--- src/rtl/wavelet_rec_frame_ctrl.sv ---
// wavelet_rec_frame_ctrl: frames one reconstruction stage with zero priming/flush beats,
// tags the stage outputs belonging to the frame and flags upstream gaps and drain stalls.
module wavelet_rec_frame_ctrl #(
   parameter int INTERNAL_WIDTH = 48,
   parameter int LEN_W          = 16,
   parameter int PRIME_BEATS    = 3,
   parameter int FLUSH_BEATS    = 3,
   parameter int STAGE_LAT      = 5,
   parameter int WARMUP         = 2
) (
   input  logic                      clk,
   input  logic                      rst_n,
   input  logic                      start,
   input  logic [LEN_W-1:0]          frame_len,
   output logic                      busy,
   input  logic                      s_valid,
   input  logic [INTERNAL_WIDTH-1:0] s_data0,
   input  logic [INTERNAL_WIDTH-1:0] s_data1,
   output logic                      s_ready,
   output logic                      stg_valid,
   output logic [INTERNAL_WIDTH-1:0] stg_r0,
   output logic [INTERNAL_WIDTH-1:0] stg_r1,
   input  logic                      stg_dout_valid,
   output logic                      out_keep,
   output logic                      frame_done,
   output logic                      err_gap,
   output logic                      err_timeout
);
   localparam int CW = LEN_W + 2;
   localparam logic [CW-1:0] ONE     = CW'(1);
   localparam logic [CW-1:0] P_LAST  = CW'(PRIME_BEATS - 1);
   localparam logic [CW-1:0] F_LAST  = CW'(FLUSH_BEATS - 1);
   localparam logic [CW-1:0] KEEP_LO = CW'(PRIME_BEATS - WARMUP);
   localparam logic [CW-1:0] TAIL    = CW'(PRIME_BEATS + FLUSH_BEATS - WARMUP - 1);
   localparam logic [CW-1:0] WD_MAX  = CW'(STAGE_LAT + 2);

   typedef enum logic [2:0] {IDLE, PRIME, STREAM, FLUSH, DRAIN, DONE} state_t;

   state_t          state_q;
   logic [CW-1:0]   len_q, cnt_q, beat_q, oidx_q, wd_q;
   logic            busy_q, frame_done_q, err_gap_q, err_timeout_q;
   logic [CW-1:0]   keep_hi;
   logic            streaming;

   // keep_hi is the index of the last output carrying frame data or filter tail
   assign keep_hi    = len_q + TAIL;
   assign streaming  = state_q == STREAM;
   assign s_ready    = streaming && (cnt_q < len_q);
   assign stg_valid  = (state_q == PRIME) || (state_q == FLUSH) || (streaming && s_valid);
   assign stg_r0     = streaming ? s_data0 : '0;
   assign stg_r1     = streaming ? s_data1 : '0;
   assign out_keep   = stg_dout_valid && (state_q != IDLE) && (oidx_q >= KEEP_LO) && (oidx_q <= keep_hi);
   assign busy       = busy_q;
   assign frame_done = frame_done_q;
   assign err_gap    = err_gap_q;
   assign err_timeout = err_timeout_q;

   always_ff @(posedge clk or negedge rst_n) begin
      if (!rst_n) begin
         state_q       <= IDLE;
         len_q         <= '0;
         cnt_q         <= '0;
         beat_q        <= '0;
         oidx_q        <= '0;
         wd_q          <= '0;
         busy_q        <= 1'b0;
         frame_done_q  <= 1'b0;
         err_gap_q     <= 1'b0;
         err_timeout_q <= 1'b0;
      end else begin
         frame_done_q <= 1'b0;
         if (state_q != IDLE && stg_dout_valid) oidx_q <= oidx_q + ONE;
         case (state_q)
            IDLE: if (start && frame_len != '0) begin
               len_q         <= CW'(frame_len);
               cnt_q         <= '0;
               beat_q        <= '0;
               oidx_q        <= '0;
               err_gap_q     <= 1'b0;
               err_timeout_q <= 1'b0;
               busy_q        <= 1'b1;
               state_q       <= PRIME;
            end
            PRIME: begin
               beat_q <= beat_q + ONE;
               if (beat_q == P_LAST) begin
                  beat_q  <= '0;
                  state_q <= STREAM;
               end
            end
            STREAM: if (s_valid) begin
               cnt_q <= cnt_q + ONE;
               if (cnt_q + ONE == len_q) state_q <= FLUSH;
            end else err_gap_q <= 1'b1;
            FLUSH: begin
               beat_q <= beat_q + ONE;
               if (beat_q == F_LAST) begin
                  beat_q  <= '0;
                  wd_q    <= '0;
                  state_q <= DRAIN;
               end
            end
            DRAIN: if (stg_dout_valid) begin
               wd_q <= '0;
               if (oidx_q == keep_hi) begin
                  frame_done_q <= 1'b1;
                  state_q      <= DONE;
               end
            end else begin
               wd_q <= wd_q + ONE;
               if (wd_q + ONE == WD_MAX) begin
                  err_timeout_q <= 1'b1;
                  frame_done_q  <= 1'b1;
                  state_q       <= DONE;
               end
            end
            DONE: begin
               busy_q  <= 1'b0;
               state_q <= IDLE;
            end
            default: state_q <= IDLE;
         endcase
      end
   end
endmodule

--- config.mk ---
export PLATFORM = sky130hd
export DESIGN_NAME = wavelet_rec_frame_ctrl
export DESIGN_NICKNAME = d
export VERILOG_FILES = /design/src/rtl/wavelet_rec_frame_ctrl.sv
export SDC_FILE = /design/constraint.sdc
export NUM_CORES = 1
export LEC_CHECK = 0
export ABC_CLOCK_PERIOD_IN_PS = 4300
export CAP_MARGIN = 20
export CORE_ASPECT_RATIO = 0.8
export CORE_UTILIZATION = 40
export DETAILED_ROUTE_END_ITERATION = 10
export PLACE_DENSITY = 0.7
export SYNTH_ARGS = -nofsm -noshare
export SYNTH_HDL_FRONTEND = slang
export SYNTH_SLANG_ARGS = --single-unit
--- constraint.sdc ---
create_clock -name clk -period 4.3 [get_ports clk]
set_clock_uncertainty 0.1 [all_clocks]
set_input_delay 1.29 -clock clk [delete_from_list [all_inputs] [get_ports clk]]
set_output_delay 1.29 -clock clk [all_outputs]
set_load 0.02 [all_outputs]
## After elaboration in Yosys (flattened, before gate mapping)

Cells that the tools add are included.

- Register bits after elaboration: 95
- Logic and storage cells: 96

- $add $sub $neg: 5
- $lt $le $gt $ge: 3
- Equality and inequality tests: 19
- Mux-type cells: 34
- Reductions and logical operators: 25

Operators with widths:

| cell | count |
|---|---|
| 18-bit 2-to-1 mux | 8 |
| 18-bit one-hot mux with 2 select lines | 3 |
| 48-bit 2-to-1 mux | 2 |
| 18-bit by 1-bit adder with 18-bit output, second input constant | 4 |
| 3-bit 2-to-1 mux | 8 |
| 18-bit by 16-bit equality test with 1-bit output | 1 |
| 18-bit by 17-bit equality test with 1-bit output | 1 |
| 18-bit by 2-bit equality test with 1-bit output, second input constant | 1 |
| 18-bit by 3-bit equality test with 1-bit output, second input constant | 1 |
| 18-bit by 1-bit >= comparator with 1-bit output, second input constant | 1 |
| 18-bit by 17-bit less-or-equal comparator with 1-bit output | 1 |
| 18-bit by 16-bit less-than comparator with 1-bit output | 1 |
| 16-bit by 2-bit adder with 17-bit output, second input constant | 1 |
| 16-bit nonzero test | 1 |
| 3-bit one-hot mux with 5 select lines | 1 |
| 2-bit != test, second input constant | 5 |
| 2-bit nonzero test | 5 |
| 1-bit 2-to-1 mux | 9 |
| 2-bit AND reduction | 4 |
| 7-bit AND reduction | 1 |
| 3-bit by 2-bit equality test with 1-bit output, second input constant | 2 |
| 3-bit equality test, second input constant | 2 |
| 1-bit logical AND | 6 |
| 2-bit by 1-bit != test with 1-bit output, second input constant | 3 |
| 9 further kinds | 14 |

## Depth between registers and ports, before layout

Gate-level depths: netlist of the first run.

- Word-level depth: 5
- Gate-level depth with buffers: 14
- Mapped depth without buffers: 13

## Worst setup path before layout of the first run

OpenSTA, ideal clock, no wires.

- Path kind: reg2out
- Start point: register len_q[2]
- End point: output out_keep
- Arrival: 2,550 ps
- Slack: 360 ps
- Cell stages (with the launch flop): 14
- Buffers on the path: 1
- Path through: dfrtp_1 -> clkbuf_1 -> nand3_1 -> a21o_1 -> nor3_1 -> xnor2_1 -> ha_1 -> a21o_1 -> a21o_1 -> a21oi_1 -> o21ai_0 -> a2111oi_0 -> o21ai_0 -> nand2_1

- Longest elaborated chain between the ends: 3

RTL lines:

| element | RTL line | source |
|---|---|---|
| start: declaration | 40 | `logic [CW-1:0] len_q, cnt_q, beat_q, oidx_q, wd_q;` |
| start signal: assignment | 75 | `len_q <= CW'(frame_len);` |
| 16-bit by 2-bit adder with 17-bit output | 46 | `assign keep_hi = len_q + TAIL;` |
| 18-bit by 17-bit less-or-equal comparator with 1-bit output | 52 | `assign out_keep = stg_dout_valid && (state_q != IDLE) && (oidx_q >= KEEP_LO) && (oidx_q <= keep_hi);` |
| 1-bit logical AND | 52 |  |
| end: declaration | 24 | `output logic out_keep,` |

No other way between the ends.

## Worst setup path in the final report of the first run

- Start point: register len_q[0]
- End point: output out_keep

Same word-level chain as after synthesis.

==> summary.txt, run 1 <==
Min path
  – Hold Crit Class: reg2reg
  – Hold path depth: 1

Die
  – Area of the core: 17400 µm²
  – Die outline width: 151 µm
  – Top Ports: 220
  – Die ar.: 18300 µm²
  – DIE HEIGHT: 121 µm
  – Site Rows: 43
  – Initial core utilization: 0.410

Clock tree
  – Clock Tree Root: clkbuf_16
  – Clk buf depth: 2
  – H-Tree Depth: 3
  – Hold_buf cts: 0
  – Clock latency on the worst-skew pair: 360 ps
  – Reg clk slew, reported paths: 70 ps
  – Sink Count: 95
  – CTS tree: built
  – CTS Buf Count: 9

STA
  – FMAX: 231 MHz
  – Fin crit period: 4320 ps
  – Least-Margin Pin Slew: 777 ps
  – Max Slew Vio Count: 0
  – Unrepaired setup endpoints after global routing: true
  – Setup WS post-layout: -21.8 ps
  – Tcrit/Tclk final: 1.01
  – # setup viols final: 1
  – Setup_tns: -21.8 ps
  – Final hold vios: 0
  – Relative slew slack: 0.479

Worst setup path
  – CP Launch Type: register
  – Most frequent CP cell: a21o_1
  – Crit path kind: reg2out
  – Critical Path AT: 2930 ps
  – WP data required: 2910 ps
  – Worst path cell trace: inv_2, a21o_1, nor3_2, xnor2_1, ha_1, a21o_1, a21o_1, a21oi_2, o21ai_2, a2111oi_2, o21ai_1, nand2_1, buf_6
  – R2R depth: 8
  – CP peak stage delay: 400 ps
  – Slowest cell on crit path: dfrtp_1
  – CP max FO: 3
  – Worst setup EP type: primary output

Place
  – # port buffers: 219
  – Placed cell count: 1346
  – GP Congestion: 0.917
  – DP Area: 9870 µm²
  – HPWL after DPL: 19700 µm

Synth
  – Post-synthesis sequential area ratio: 0.334
  – Cells after Synth: 892
  – Register bit total from synthesis: 95
  – Post-Syn Area per Cell: 7.98 µm²
  – Synth warnings: 0
  – Yosys top cell area share: 0.334
  – Synth top area cells: dfrtp_1, and2_1, o21ai_0
  – Post-synth cell types: 58
  – Asr flop ratio synth: 1.00
  – Post-synth EDFFs: 0
  – Post-synthesis cell area: 7120 µm²
  – Post-synth net total: 1051
  – Synth area leader: dfrtp_1
  – Synth Flop Type: dfrtp_1

Global route
  – GRT met2 Usage: 0.386
  – GRT Total Usage: 0.283
  – GR Overflow Total: 0
  – Met3 global-route usage: 0.0729
  – First-pass GRT wire length: 39300 µm
  – Met1 Use GR: 0.431
  – Largest net degree at the start of global routing: 55
  – Vias in the first global route: 6897
  – GRT Max-Usage Layer: met1
  – Antenna violations before repair: 0

Detailed routing
  – Number of remaining DRC errors: 0
  – DR iter-0 viols: 529
  – Antenna Nets Post-Route: 0
  – Total number of vias: 7446
  – DR vias/cell: 5.45
  – Wire length per cell: 18.8 µm
  – Routed WL: 25600 µm
  – TritonRoute pass-1 iters: 5

Cells and area
  – Final non-filler cell area: 10300 µm²
  – Ant diodes: 0
  – Finished Layout Cells: 1365
  – Share of cells above drive strength 1: 0.0895
  – Most common cell after layout, fill and taps aside: clkdlybuf4s50_1
  – Nets: 1294
  – Commonest non-fill, non-tap cells in the layout: clkdlybuf4s50_1, o21ai_0, and2_1
  – Syn-to-layout area delta: 44.8%
  – Fill cell count: 1531
  – Final Core Density: 0.593

Power and ir drop
  – Internal power: 3190 µW
  – Power density cells: 554 nW/µm²
  – Peak supply drop: 293 µV
  – Flop pwr share: 0.223
  – Total power: 5710 µW
  – Combinational Power Share: 0.615
  – Switching part of the total power: 0.441
  – Leakage: 0.00443 µW
  – Clock Power Share: 0.162
  – Switching power: 2520 µW

Outcome
  – Status: finished with violations
  – Failing checks: setup timing

Job
  – Maxcap violations: 0
[cell type report]
class	count	area [µm²]	area share
clock buffer	12	267	0.0259
clock inverter	4	76.3	0.00741
inverter	32	120	0.0117
multi-input combinational	719	4510	0.438
sequential	95	2380	0.231
tap	225	282	0.0273
timing repair buffer	278	2670	0.259
[layer usage]
layer,wire length [µm],up-vias
met5,0,-
met4,589,0
met3,1800,37
met2,10800,224
met1,12500,3531
li1,-,3654
[worst paths after layout]
kind                              from     endpoint  slack [ps]
max                           len_q[0]     out_keep         -20
min in group asynchronous        rst_n     wd_q[14]         880
max in group asynchronous        rst_n     len_q[7]        2440
min                        err_timeout  err_timeout         420
max reg2reg                   cnt_q[5]   state_q[0]        1280
min reg2reg                err_timeout  err_timeout         420
[critical path, delay by kind of cell, from the launching register on]
kind | cells | cell delay, ps
AOI/OAI and AO/OA | 7 | 1230
and+or+nand+nor | 2 | 320
xor gates and xnor gates | 1 | 100
adders and majority gates | 1 | 320
buffers and inverters | 2 | 210
DFF | 1 | 400
[metrics by stage]
stage,hold WS [ps],worst slack (ps)
after floorplan,365,360
after global placement,403,-166
after detailed placement,406,-191
after CTS,424,1.24
after global routing,438,-171
final,416,-21.8
[logic make-up (layout without fill, tap and decap cells)]
group,after synthesis,count (layout),share of synthesized area
buf+inv,78,326,0.0438
flops,95,95,0.334
fa+ha+maj,42,42,0.0738
simple gates,417,417,0.308
mux,5,5,0.00721
xor+xnor,48,48,0.0591
compound gates,207,207,0.174
[repair_timing]
action | in CTS | in global routing
setup buffers | 0 | 2
endpoints found under the setup margin | 2 | 2
resized for setup | 11 | 15
pin swaps | 2 | 11
[synthesized netlist by cell type (2+ instances only)]
master and n:
dfrtp_1 95, o211ai_1 3, a31oi_1 13, nor4_1 20, and4_4 2, o21ai_0 107
nand4b_1 2, ha_1 42, nand3_1 39, a211oi_1 2, o31ai_1 12, buf_4 3
a21o_1 12, or3_1 5, or4_1 2, and3_1 16, and4_1 5, o21a_1 4
xnor2_1 22, mux2i_1 4, clkbuf_1 37, nor2_1 75, nor2b_1 2, xor2_1 26
and2_1 103, nand2_1 86, nand2b_1 4, buf_2 6, nand4_1 33, o41ai_1 5
a2111oi_0 2, nor4b_1 2, o22ai_1 5, inv_1 32, nor3_1 14, a21oi_1 28
[flip-flops by register name, summed over array words and instances, names as in the netlist]
| signal | flops |
|---|---|
| err_timeout | 1 |
| oidx_q | 18 |
| len_q | 16 |
| cnt_q | 18 |
| beat_q | 18 |
| err_gap | 1 |
| frame_done | 1 |
| busy | 1 |
| wd_q | 18 |
| state_q | 3 |
[power groups by stage]
stage               combinational [µW]  clock, µW  sequential (µW)
floorplan                         1860          0             1230
global placement                  3360          0             1270
detailed placement                3390          0             1280
CTS                               3430        936             1260
global route                      3790        978             1300
finish                            3510        925             1270
No activity file was read; power rests on OpenSTA's default activity.
==> run 2, diff against run 1 <==
REMOVE_ABC_BUFFERS = 1   (was default)
==> run 2 against run 1 <==
Net effect:
- final area down 0.94%
- the flow now finishes without violations
- hold slack got worse by 4.8 ps
- cell count fell by 0.22%
==> summary.txt, run 2 (synthesized netlist as in run 1, its figures left out) <==
Die
  – Site Rows: 43
  – Top Ports: 220
  – Die ar.: 18300 µm²
  – DIE HEIGHT: 121 µm
  – Die outline width: 151 µm
  – Initial core utilization: 0.410
  – Area of the core: 17400 µm²

Cells and area
  – Share of cells above drive strength 1: 0.0871
  – Fill cell count: 1559
  – Final non-filler cell area: 10200 µm²
  – Multi-input gate area: 4500 µm²
  – Most common cell after layout, fill and taps aside: clkdlybuf4s50_1
  – Nets: 1291
  – Register Area: 2380 µm²
  – Final Core Density: 0.587
  – Syn-to-layout area delta: 43.4%
  – Commonest non-fill, non-tap cells in the layout: clkdlybuf4s50_1, o21ai_0, and2_1
  – Ant diodes: 0

Outcome
  – Status: finished, final reports clean

Global route
  – Vias in the first global route: 6786
  – Largest net degree at the start of global routing: 76
  – First-pass GRT wire length: 38500 µm
  – GR Overflow Total: 0
  – Antenna violations before repair: 0
  – GRT Total Usage: 0.274

Job
  – Maxcap violations: 0

Worst setup path
  – CP Launch Type: register
  – Crit path kind: reg2out
  – Slowest cell on crit path: dfrtp_1
  – R2R Path Start: cnt_q[0]
  – WP data required: 2910 ps
  – Critical Path AT: 2850 ps
  – R2R depth: 8
  – CP peak stage delay: 400 ps
  – Most frequent CP cell: a21o_1
  – Worst setup EP type: primary output
  – CP max FO: 3
  – Flop-to-flop setup slack: 1230 ps
  – CP endpoint: out_keep
  – R2R Path End: state_q[0]
  – Critical path origin: len_q[3]
  – Worst path cell trace: nand3_2, a21o_1, nor3_2, xnor2_1, ha_1, a21o_1, a21o_1, a21oi_1, o21ai_1, a2111oi_2, o21ai_1, nand2_1, buf_6

Detailed routing
  – DR vias/cell: 5.41
  – DR iter-0 viols: 569
  – Antenna Nets Post-Route: 0
  – Routed WL: 24500 µm
  – Wire length per cell: 18.0 µm
  – Total number of vias: 7371
  – Number of remaining DRC errors: 0
  – TritonRoute pass-1 iters: 5

Power and ir drop
  – Leakage: 0.00440 µW
  – Total power: 5530 µW
  – Peak supply drop: 258 µV
  – Power density cells: 542 nW/µm²

STA
  – FMAX: 236 MHz
  – Setup WS post-layout: 63.6 ps
  – Tcrit/Tclk final: 0.985
  – Relative slew slack: 0.413
  – # setup viols final: 0
  – Final hold vios: 0
  – Max Slew Vio Count: 0
  – Least-Margin Pin Slew: 874 ps
  – Unrepaired setup endpoints after global routing: true
  – Fin crit period: 4240 ps
  – Hold Slack: 411 ps

Clock tree
  – Sink Count: 95
  – CTS tree: built
  – Clk buf depth: 2
  – Reg clk slew, reported paths: 70 ps
  – H-Tree Depth: 3
  – Clock latency on the worst-skew pair: 350 ps
  – CTS Buf Count: 9
  – Hold_buf cts: 0
  – Clock Tree Root: clkbuf_16

Place
  – HPWL after DPL: 18700 µm
  – Pre-CTS setup slack: -232 ps
  – # port buffers: 219
  – DP Area: 9850 µm²
  – GP Congestion: 0.930

Min path
  – Hold path depth: 1
  – Hold Crit Class: reg2reg
[run 2: timing repair]
item,4_1_cts,5_1_grt
setup buffers,0,1
gates resized for setup,13,15
setup endpoints to repair,2,3
hold endpoints to repair,0,0
pin swaps,2,5
[run 2: routing by layer]
layer | up-vias | track usage | part of all wire
li1 | 3653 | - | -
met1 | 3459 | 0.437 | 0.50
met2 | 245 | 0.360 | 0.41
met3 | 14 | 0.0718 | 0.079
met4 | 0 | 0.0494 | 0.0094
met5 | - | 0 | 0
[run 2: layout make-up]
cell class / instances / area share
multi-input cells: 719 / 0.441
well taps: 225 / 0.0276
flip-flops and latches: 95 / 0.233
clock buffers: 10 / 0.0224
repair buffers: 275 / 0.258
clock inverters: 6 / 0.00650
inverters: 32 / 0.0118
[run 2: where the power goes]
group	switching (µW)	total [µW]	internal (µW)	leakage, µW
sequential	203	1260	1060	0.00128
clock	369	824	455	0.000147
combinational	1900	3450	1550	0.00298
total	2470	5530	3070	0.00440
[run 2: worst max-delay path, delay by kind of cell (launching register included)]
kind | cells | cell delay [ps]
compound gates | 7 | 1210
flops | 1 | 400
simple gates | 3 | 340
buf+inv | 1 | 130
xor+xnor | 1 | 140
fa+ha+maj | 1 | 260
[run 2: how the worst min path moves through the flow]
| stage | start | endpoint | slack [ps] |
|---|---|---|---|
| 4_1_cts | beat_q[14] | beat_q[14] | 410 |
| 6_report | beat_q[14] | beat_q[14] | 410 |
| 3_3_place_gp | beat_q[14] | beat_q[14] | 390 |
| 2_1_floorplan | beat_q[14] | beat_q[14] | 370 |
| 5_1_grt | beat_q[14] | beat_q[14] | 450 |
| 3_5_place_dp | beat_q[14] | beat_q[14] | 400 |
[run 2: per-stage QoR]
step                      instances  TNS (ps)
final                          1362         0
after global routing           1362      -113
after CTS                      1360     -16.1
after detailed placement       1344      -232
after global placement         1344      -220
after floorplan                 846    -29020
==> run 3, diff against run 2 <==
ABC_CLOCK_PERIOD_IN_PS = 5200   (was 4300)
clock period = 5.2 ns   (was 4.3 ns; I/O delays follow)
==> run 3 against run 2 <==
Net effect:
- first-iteration DRC count is 13% higher
- global-route usage is 0.93 points lower
- via count shrank 2.2%
- routed wire length down 1.5%
- register-to-register slack better by 980 ps
- final area shrank 3.3%
==> summary.txt, run 3 (synthesized netlist as in run 1, its figures left out) <==
Die
  – Initial core utilization: 0.410
  – DIE HEIGHT: 121 µm
  – Top Ports: 220
  – Die ar.: 18300 µm²
  – Area of the core: 17400 µm²
  – Site Rows: 43
  – Die outline width: 151 µm

Detailed routing
  – Wire length per cell: 18.2 µm
  – Total number of vias: 7207
  – DR vias/cell: 5.45
  – Antenna Nets Post-Route: 0
  – DR iter-0 viols: 644
  – Number of remaining DRC errors: 0
  – TritonRoute pass-1 iters: 5
  – Routed WL: 24100 µm

STA
  – Relative slew slack: 0.352
  – Tcrit/Tclk final: 0.947
  – Hold Slack: 409 ps
  – Unrepaired setup endpoints after global routing: false
  – Fin crit period: 4930 ps
  – FMAX: 203 MHz
  – Setup_tns: 0 ps
  – # setup viols final: 0
  – Final hold vios: 0
  – Least-Margin Pin Slew: 973 ps
  – Max Slew Vio Count: 0

Global route
  – Largest net degree at the start of global routing: 101
  – GR Overflow Total: 0
  – Antenna violations before repair: 0
  – First-pass GRT wire length: 37100 µm
  – Vias in the first global route: 6506
  – GRT Total Usage: 0.264

Power and ir drop
  – Power density cells: 441 nW/µm²
  – Peak supply drop: 225 µV
  – Combinational Power Share: 0.590
  – Flop pwr share: 0.248
  – Clock Power Share: 0.162
  – Internal power: 2380 µW
  – Switching power: 1980 µW
  – Total power: 4360 µW
  – Switching part of the total power: 0.454
  – Leakage: 0.00418 µW

Cells and area
  – Nets: 1252
  – Final Core Density: 0.568
  – Syn-to-layout area delta: 38.7%
  – Most common cell after layout, fill and taps aside: clkdlybuf4s50_1
  – Register Area: 2380 µm²
  – Final non-filler cell area: 9870 µm²
  – Share of cells above drive strength 1: 0.0419
  – Ant diodes: 0
  – Multi-input gate area: 4460 µm²
  – Commonest non-fill, non-tap cells in the layout: clkdlybuf4s50_1, o21ai_0, and2_1
  – Fill cell count: 1587

Clock tree
  – Sink Count: 95
  – Clock Tree Root: clkbuf_16
  – CTS tree: built
  – Reg clk slew, reported paths: 70 ps
  – H-Tree Depth: 3
  – Clk buf depth: 2
  – Clock latency on the worst-skew pair: 350 ps
  – CTS Buf Count: 9

Place
  – DP Area: 9550 µm²
  – GP Congestion: 0.912
  – # port buffers: 219
  – HPWL after DPL: 18200 µm

Worst setup path
  – WP data required: 3540 ps
  – CP Launch Type: register
  – Worst setup EP type: primary output
  – Critical Path AT: 3270 ps
  – Crit path kind: reg2out
  – CP max FO: 4

Outcome
  – Status: finished, final reports clean

Min path
  – Hold Crit Class: reg2reg

Job
  – Maxcap violations: 0
-- run 3: metrics by stage --
stage	setup WS (ps)	std cells
5_1_grt	31.5	1323
2_1_floorplan	-697	846
6_report	274	1323
3_5_place_dp	187	1306
4_1_cts	245	1322
3_3_place_gp	239	1306
-- run 3: area by class of cell --
class | count | area share
multi-input cells | 719 | 0.451
flip-flops and latches | 95 | 0.241
repair buffers | 236 | 0.236
well taps | 225 | 0.0285
clock buffers | 12 | 0.0260
inverters | 32 | 0.0122
clock inverters | 4 | 0.00545
-- run 3: layer usage --
metal / share of wire / vias up / GRT usage
li1: - / 3570 / -
met1: 0.51 / 3414 / 0.427
met2: 0.40 / 200 / 0.341
met3: 0.067 / 23 / 0.0609
met4: 0.017 / 0 / 0.0625
met5: 0 / - / 0
-- run 3: power groups by stage --
stage	combinational [µW]	clock, µW	sequential (µW)
2_1_floorplan	1460	0	1040
3_3_place_gp	2520	0	1080
3_5_place_dp	2540	0	1090
4_1_cts	2560	708	1070
5_1_grt	2790	741	1100
6_report	2570	704	1080
-- run 3: worst paths after layout --
kind	startpoint	end	slack [ps]	cells past startpoint
worst max-delay path	len_q[0]	out_keep	270	13
worst min register to register	beat_q[14]	beat_q[14]	410	1
worst min-delay path	beat_q[14]	beat_q[14]	410	1
min in group asynchronous	rst_n	beat_q[4]	1260	1
worst max register to register	len_q[10]	state_q[0]	2210	13
max in group asynchronous	rst_n	err_gap	2820	2
-- run 3: critical path: stages (launching register included) --
cell and delay [ps]:
dfrtp_1 380, inv_1 90, ha_1 260, nor3_1 190, xnor2_1 150, ha_1 260
nand4_1 170, a21oi_1 70, a211oi_1 270, o21ai_0 140, a2111oi_1 370, o21ai_0 160
nand2_1 110, clkdlybuf4s15_1 310
-- run 3: repair_timing --
item,in CTS,in global routing
pin swaps,0,0
resized for setup,2,2
buffers inserted,0,0
endpoints found under the setup margin,1,1
gates cloned,0,0
hold buffers,0,0
